`src/rtl/psum_axis_packer.sv`:
```
// Two-slot partial-sum buffer feeding an AXI4-Stream master, LANES_PER_BEAT lanes per beat.
// Optional build macro PSUM_RELU_EN clamps negative lanes to zero before sign extension.

module psum_lane_fmt #(
   parameter int IN_W  = 20,
   parameter int OUT_W = 32
) (
   input  logic [IN_W-1:0]  lane,
   output logic [OUT_W-1:0] fmt
);
   logic [IN_W-1:0] act;
`ifdef PSUM_RELU_EN
   assign act = lane[IN_W-1] ? '0 : lane;
`else
   assign act = lane;
`endif
   assign fmt = OUT_W'($signed(act));
endmodule

module psum_axis_packer #(
   parameter int PSUM_LANES           = 64,
   parameter int PSUM_WIDTH           = 20,
   parameter int C_M_AXIS_TDATA_WIDTH = 32,
   parameter int LANES_PER_BEAT       = 1
) (
   input  logic                                clk,
   input  logic                                rst_n,
   input  logic [PSUM_LANES*PSUM_WIDTH-1:0]    psum_in,
   input  logic                                psum_valid,
   input  logic                                vec_last,
   output logic                                psum_ready,
   output logic                                M_AXIS_TVALID,
   output logic [C_M_AXIS_TDATA_WIDTH-1:0]     M_AXIS_TDATA,
   output logic [C_M_AXIS_TDATA_WIDTH/8-1:0]   M_AXIS_TSTRB,
   output logic                                M_AXIS_TLAST,
   input  logic                                M_AXIS_TREADY,
   output logic                                layer_done,
   output logic [15:0]                         vectors_sent
);
   localparam int LANE_OUT = C_M_AXIS_TDATA_WIDTH / LANES_PER_BEAT;
   localparam int BEATS    = PSUM_LANES / LANES_PER_BEAT;
   localparam int BI_W     = (BEATS > 1) ? $clog2(BEATS) : 1;
   localparam int VEC_W    = PSUM_LANES * PSUM_WIDTH;
   localparam logic [BI_W-1:0] BI_LAST = BI_W'(BEATS - 1);

   typedef enum logic {IDLE, SEND} state_t;

   state_t           state, state_nxt;
   logic [VEC_W-1:0] slot_data [2];
   logic [1:0]       slot_last;
   logic             wp, rp;
   logic [1:0]       cnt, cnt_nxt;
   logic [BI_W-1:0]  bi, bi_nxt;
   logic             wr_en, beat_acc, vec_done;
   logic [VEC_W-1:0] rd_vec;
   logic [LANES_PER_BEAT-1:0][LANE_OUT-1:0] beat_lanes;

   // Ready depends only on registered occupancy; a draining slot is not reused in the same cycle.
   assign psum_ready    = (cnt != 2'd2);
   assign wr_en         = psum_valid && psum_ready;
   assign M_AXIS_TVALID = (state == SEND);
   assign beat_acc      = M_AXIS_TVALID && M_AXIS_TREADY;
   assign vec_done      = beat_acc && (bi == BI_LAST);
   assign rd_vec        = slot_data[rp];
   assign M_AXIS_TLAST  = M_AXIS_TVALID && slot_last[rp] && (bi == BI_LAST);
   assign M_AXIS_TSTRB  = '1;
   assign M_AXIS_TDATA  = C_M_AXIS_TDATA_WIDTH'(beat_lanes);

   genvar j;
   generate
      for (j = 0; j < LANES_PER_BEAT; j++) begin : g_lane
         psum_lane_fmt #(.IN_W(PSUM_WIDTH), .OUT_W(LANE_OUT)) u_fmt (
            .lane (rd_vec[(int'(bi) * LANES_PER_BEAT + j) * PSUM_WIDTH +: PSUM_WIDTH]),
            .fmt  (beat_lanes[j])
         );
      end
   endgenerate

   always_comb begin
      cnt_nxt = cnt;
      if (wr_en && !vec_done)
         cnt_nxt = cnt + 2'd1;
      else if (!wr_en && vec_done)
         cnt_nxt = cnt - 2'd1;
   end

   always_comb begin
      state_nxt = state;
      bi_nxt    = bi;
      case (state)
         IDLE: if (cnt_nxt != 2'd0) state_nxt = SEND;
         SEND: begin
            if (beat_acc) begin
               if (bi == BI_LAST) begin
                  bi_nxt = '0;
                  if (cnt_nxt == 2'd0) state_nxt = IDLE;
               end else begin
                  bi_nxt = bi + BI_W'(1);
               end
            end
         end
         default: state_nxt = IDLE;
      endcase
   end

   always_ff @(posedge clk or negedge rst_n) begin
      if (!rst_n) begin
         state        <= IDLE;
         cnt          <= '0;
         bi           <= '0;
         wp           <= 1'b0;
         rp           <= 1'b0;
         vectors_sent <= '0;
         layer_done   <= 1'b0;
      end else begin
         state      <= state_nxt;
         cnt        <= cnt_nxt;
         bi         <= bi_nxt;
         layer_done <= vec_done && slot_last[rp];
         if (wr_en) wp <= ~wp;
         if (vec_done) begin
            rp           <= ~rp;
            vectors_sent <= vectors_sent + 16'd1;
         end
      end
   end

   // Slot contents need no reset: occupancy and pointers gate every read.
   always_ff @(posedge clk) begin
      if (wr_en) begin
         slot_data[wp] <= psum_in;
         slot_last[wp] <= vec_last;
      end
   end
endmodule

```
`config.mk`:
```
export PLATFORM = sky130hd
export DESIGN_NAME = psum_axis_packer
export DESIGN_NICKNAME = d
export VERILOG_FILES = /design/src/rtl/psum_axis_packer.sv
export SDC_FILE = /design/constraint.sdc
export NUM_CORES = 2
export LEC_CHECK = 0
export ABC_AREA = 0
export CAP_MARGIN = 10
export CORE_AREA = 5 5 515 517
export DETAILED_ROUTE_END_ITERATION = 8
export DIE_AREA = 0 0 520 522
export PLACE_DENSITY = 0.66
export SYNTH_ARGS = -nofsm -noshare
export SYNTH_HDL_FRONTEND = slang
export SYNTH_HIERARCHICAL = 1
export SYNTH_SLANG_ARGS = --single-unit
export TNS_END_PERCENT = 100
```
`constraint.sdc`:
```
create_clock -name clk -period 68.8 [get_ports clk]
set_input_delay 6.88 -clock clk [delete_from_list [all_inputs] [get_ports clk]]
set_output_delay 6.88 -clock clk [all_outputs]
set_load 0.02 [all_outputs]
```
==> reports/metrics.csv <==
metric,value,unit
outcome,completed,
seq_area_frac_synth,77.9,%
drt_iter0_drc,6134,
synth_edf_count,2562,
yosysWarnings,6,
yosys.area_share.simple,1.24,%
nets,7279,
cts_buffer_depth,4,
ir_drop,0.0000291,V
coreArea,261000,sq um
ys_types,63,
synth_top_area_share,77.2,%
drive_gt1_share,17.1,%
finalSetupTns,0,ps
wirelength,354000,um
synth_top_family_by_area,multiplexers,
critPathMaxFanout,77,
start_util,38.2,%
async_flop_share,1.08,%
die_h,522,um
dp_slack,55220,ps
drc,0,
power.density,39.2,nW/um^2
ys.flop_type,edfxtp_1,
finalCritPeriodShare,20.8,%
synthMuxAreaShare,15.6,%
fin_ws,54470,ps
cts_tree,yes,
yosys.area.top_type,edfxtp_1,
grt_max_degree,183,
cts_sinks,2590,
max_stage_delay,890,ps
cp_common_cell,buf_4,
grt_setup_unrepaired,no,
synthToLayoutAreaGrowth,26.5,%
gp_congestion,0.869,
fmax,69.8,MHz
wl_per_cell,36.3,um
io_buffers,1336,
grt_pass1_vias,55460,
multi_input_comb_area,20300,sq um
worstHoldPathCells,1,
ant_nets,0,
post_cts_buffers,0,
cts_root_buf,clkbuf_16,
syn_area,99600,sq um
synth-xor-area-share,0.185,%
reg2reg_setup_slack,62570,ps
cts_buffers,293,
die_w,520,um
power_leakage,39.8,nW
max_slew.worst_pin.slew,1320,ps
end_kind,output pin,
num-fill-cells,21154,
grt_usage,25.3,%
cts-resized-gates,0,
cts_hold_buf,0,
maxCapViolCount,0,
required,61920,ps
seqCellArea,77700,sq um
finClkSkew,112,ps
setup_viol_count_final,0,
die-area,271000,sq um
worstReg2RegStart,cnt[0],
syn_avg_cell_area,22.0,sq um
ioPinCount,1341,
layout_min_cycle_time,14330,ps
cpMaxStageDelayCell,dfrtp_4,
yosys-top-cells-area,"edfxtp_1 77%, mux4_2 11%, mux2i_1 4.0%",
yosysMostFrequentCell,edfxtp_1,
hold_end,vectors_sent[15],
hold_viol_final,0,
dpl.hpwl,258000,um
hold_path_class,reg2reg,
reg2reg_to,slot_data[1][708],
cts-htree-levels,5,
critical_path_class,reg2out,
synth-compound-area-share,3.08,%
cp_data_arrival_time,7450,ps
reg2reg_depth,9,
drv_slew,0,
maxSlewHeadroom,11.7,%
drt_first_pass_iters,5,
row_count,188,
hp-start,vectors_sent[15],
ys_ff_latch,2590,
syn_inst,4532,
synthAdderAreaFrac,0.0477,%
antenna_found_initial,296,
grt_pass1_wl,465000,um
start_kind,flip-flop,
clk_pin_slew_worst_paths,60,ps
post_drt_via_cell_ratio,5.57,
synth_common_cells,"2,562 x edfxtp_1, 507 x mux4_2, 400 x mux2i_1, 104 x nand2_1, 95 x a221oi_1",
gr-total-overflow,0,
routed-via-count,54310,
clkLatencyLatePin,970,ps
crit_chain,buf_12 > buf_4 > buf_4 > buf_4 > mux4_2 > nand2_1 > a21oi_1 > o21ai_1 > a22oi_1 > clkdlybuf4s50_1,
-- power breakdown --
group          total (W)  leakage [nW]  internal (W)  switching (W)
clock            0.00149          4.37      0.000874       0.000613
sequential       0.00224          24.2       0.00216      0.0000848
combinational    0.00122          11.3      0.000394       0.000822
total            0.00494          39.8       0.00342        0.00152
-- layout by cell type, fill, tap and decap left out, types with 6 or more instances in the layout --
master and n:
a211oi_1 15, a21oi_1 52, a221oi_1 95, a22o_1 7
a22oi_1 93, a31oi_1 8, and2_1 7, buf_12 11
buf_4 104, bufinv_16 23, clkbuf_1 63, clkbuf_16 294
clkdlybuf4s50_1 1335, clkinv_1 45, clkinv_2 35, clkinvlp_4 10
dfrtp_1 21, diode_2 147, edfxtp_1 2562, inv_6 10
mux2_2 12, mux2i_1 400, mux4_2 507, nand2_1 103
nand2b_1 6, nand3_1 16, nand4_1 14, nor2_1 42
nor2b_1 9, nor3_1 18, o2111ai_1 7, o211ai_1 9
o21a_1 7, o21ai_0 61, o21ai_1 37, o221ai_1 10
o22ai_1 15, xnor2_1 15, xor2_1 6
-- metrics by stage --
step | hold WS [ps] | power, W | instances | utilization (%) | cell area, sq um
after detailed placement | 462 | 0.00352 | 9116 | 44.7 | 117000
after CTS | 473 | 0.00500 | 9608 | 48.2 | 126000
final | 472 | 0.00494 | 9755 | 48.3 | 126000
after global routing | 517 | 0.00512 | 9670 | 48.3 | 126000
after floorplan | 456 | 0.00360 | 4535 | - | 99600
after global placement | 461 | 0.00349 | 9114 | 44.7 | 117000
-- area by class of cell --
cell class / count / area share (%)
repair buffers: 1452 / 11.4
clock inverters: 131 / 1.07
multi-input cells: 1647 / 16.1
inverters: 7 / 0.0288
clock buffers: 361 / 6.07
flip-flops and latches: 2590 / 61.6
well taps: 3420 / 3.40
diodes: 147 / 0.292
-- layer usage --
metal	vias to the layer above	part of all wire [%]	track usage, %
met5	-	0.36	0
met4	202	4.4	10.5
met3	815	10	8.52
met2	2809	49	42.2
met1	28212	36	30.2
li1	22272	-	-
-- cells by family after synthesis --
kind of cell / count (synthesis)
other: 1
AOI/OAI and AO/OA: 440
adders and majority gates: 4
muxes: 919
and+or+nand+nor: 259
xor gates and xnor gates: 21
buffers and inverters: 298
DFF: 2590
-- flip-flops by register name (all words and copies together), names as in the netlist --
name,count
M_AXIS_TVALID,1
layer_done,1
slot_data,2560
bi,6
slot_last,2
rp,1
vectors_sent,16
cnt,2
wp,1
-- worst max-delay path: cells and delay by family (launching register included) --
| family | cells | cell delay (ps) |
|---|---|---|
| AO/OA/AOI/OAI | 3 | 1110 |
| buffers and inverters | 5 | 3610 |
| flip-flops | 1 | 890 |
| multiplexers | 1 | 600 |
| AND/OR/NAND/NOR | 1 | 110 |
-- worst max-delay path by stage --
stage                       endpoint  cells after the start  startpoint
floorplan            slot_data[0][0]                      2  psum_valid
global placement     M_AXIS_TDATA[7]                     11          rp
detailed placement   M_AXIS_TDATA[9]                     11          rp
CTS                 M_AXIS_TDATA[14]                     10          rp
global route         M_AXIS_TDATA[9]                     11          rp
finish              M_AXIS_TDATA[14]                     10          rp
Power figures use the tool's default switching activity.
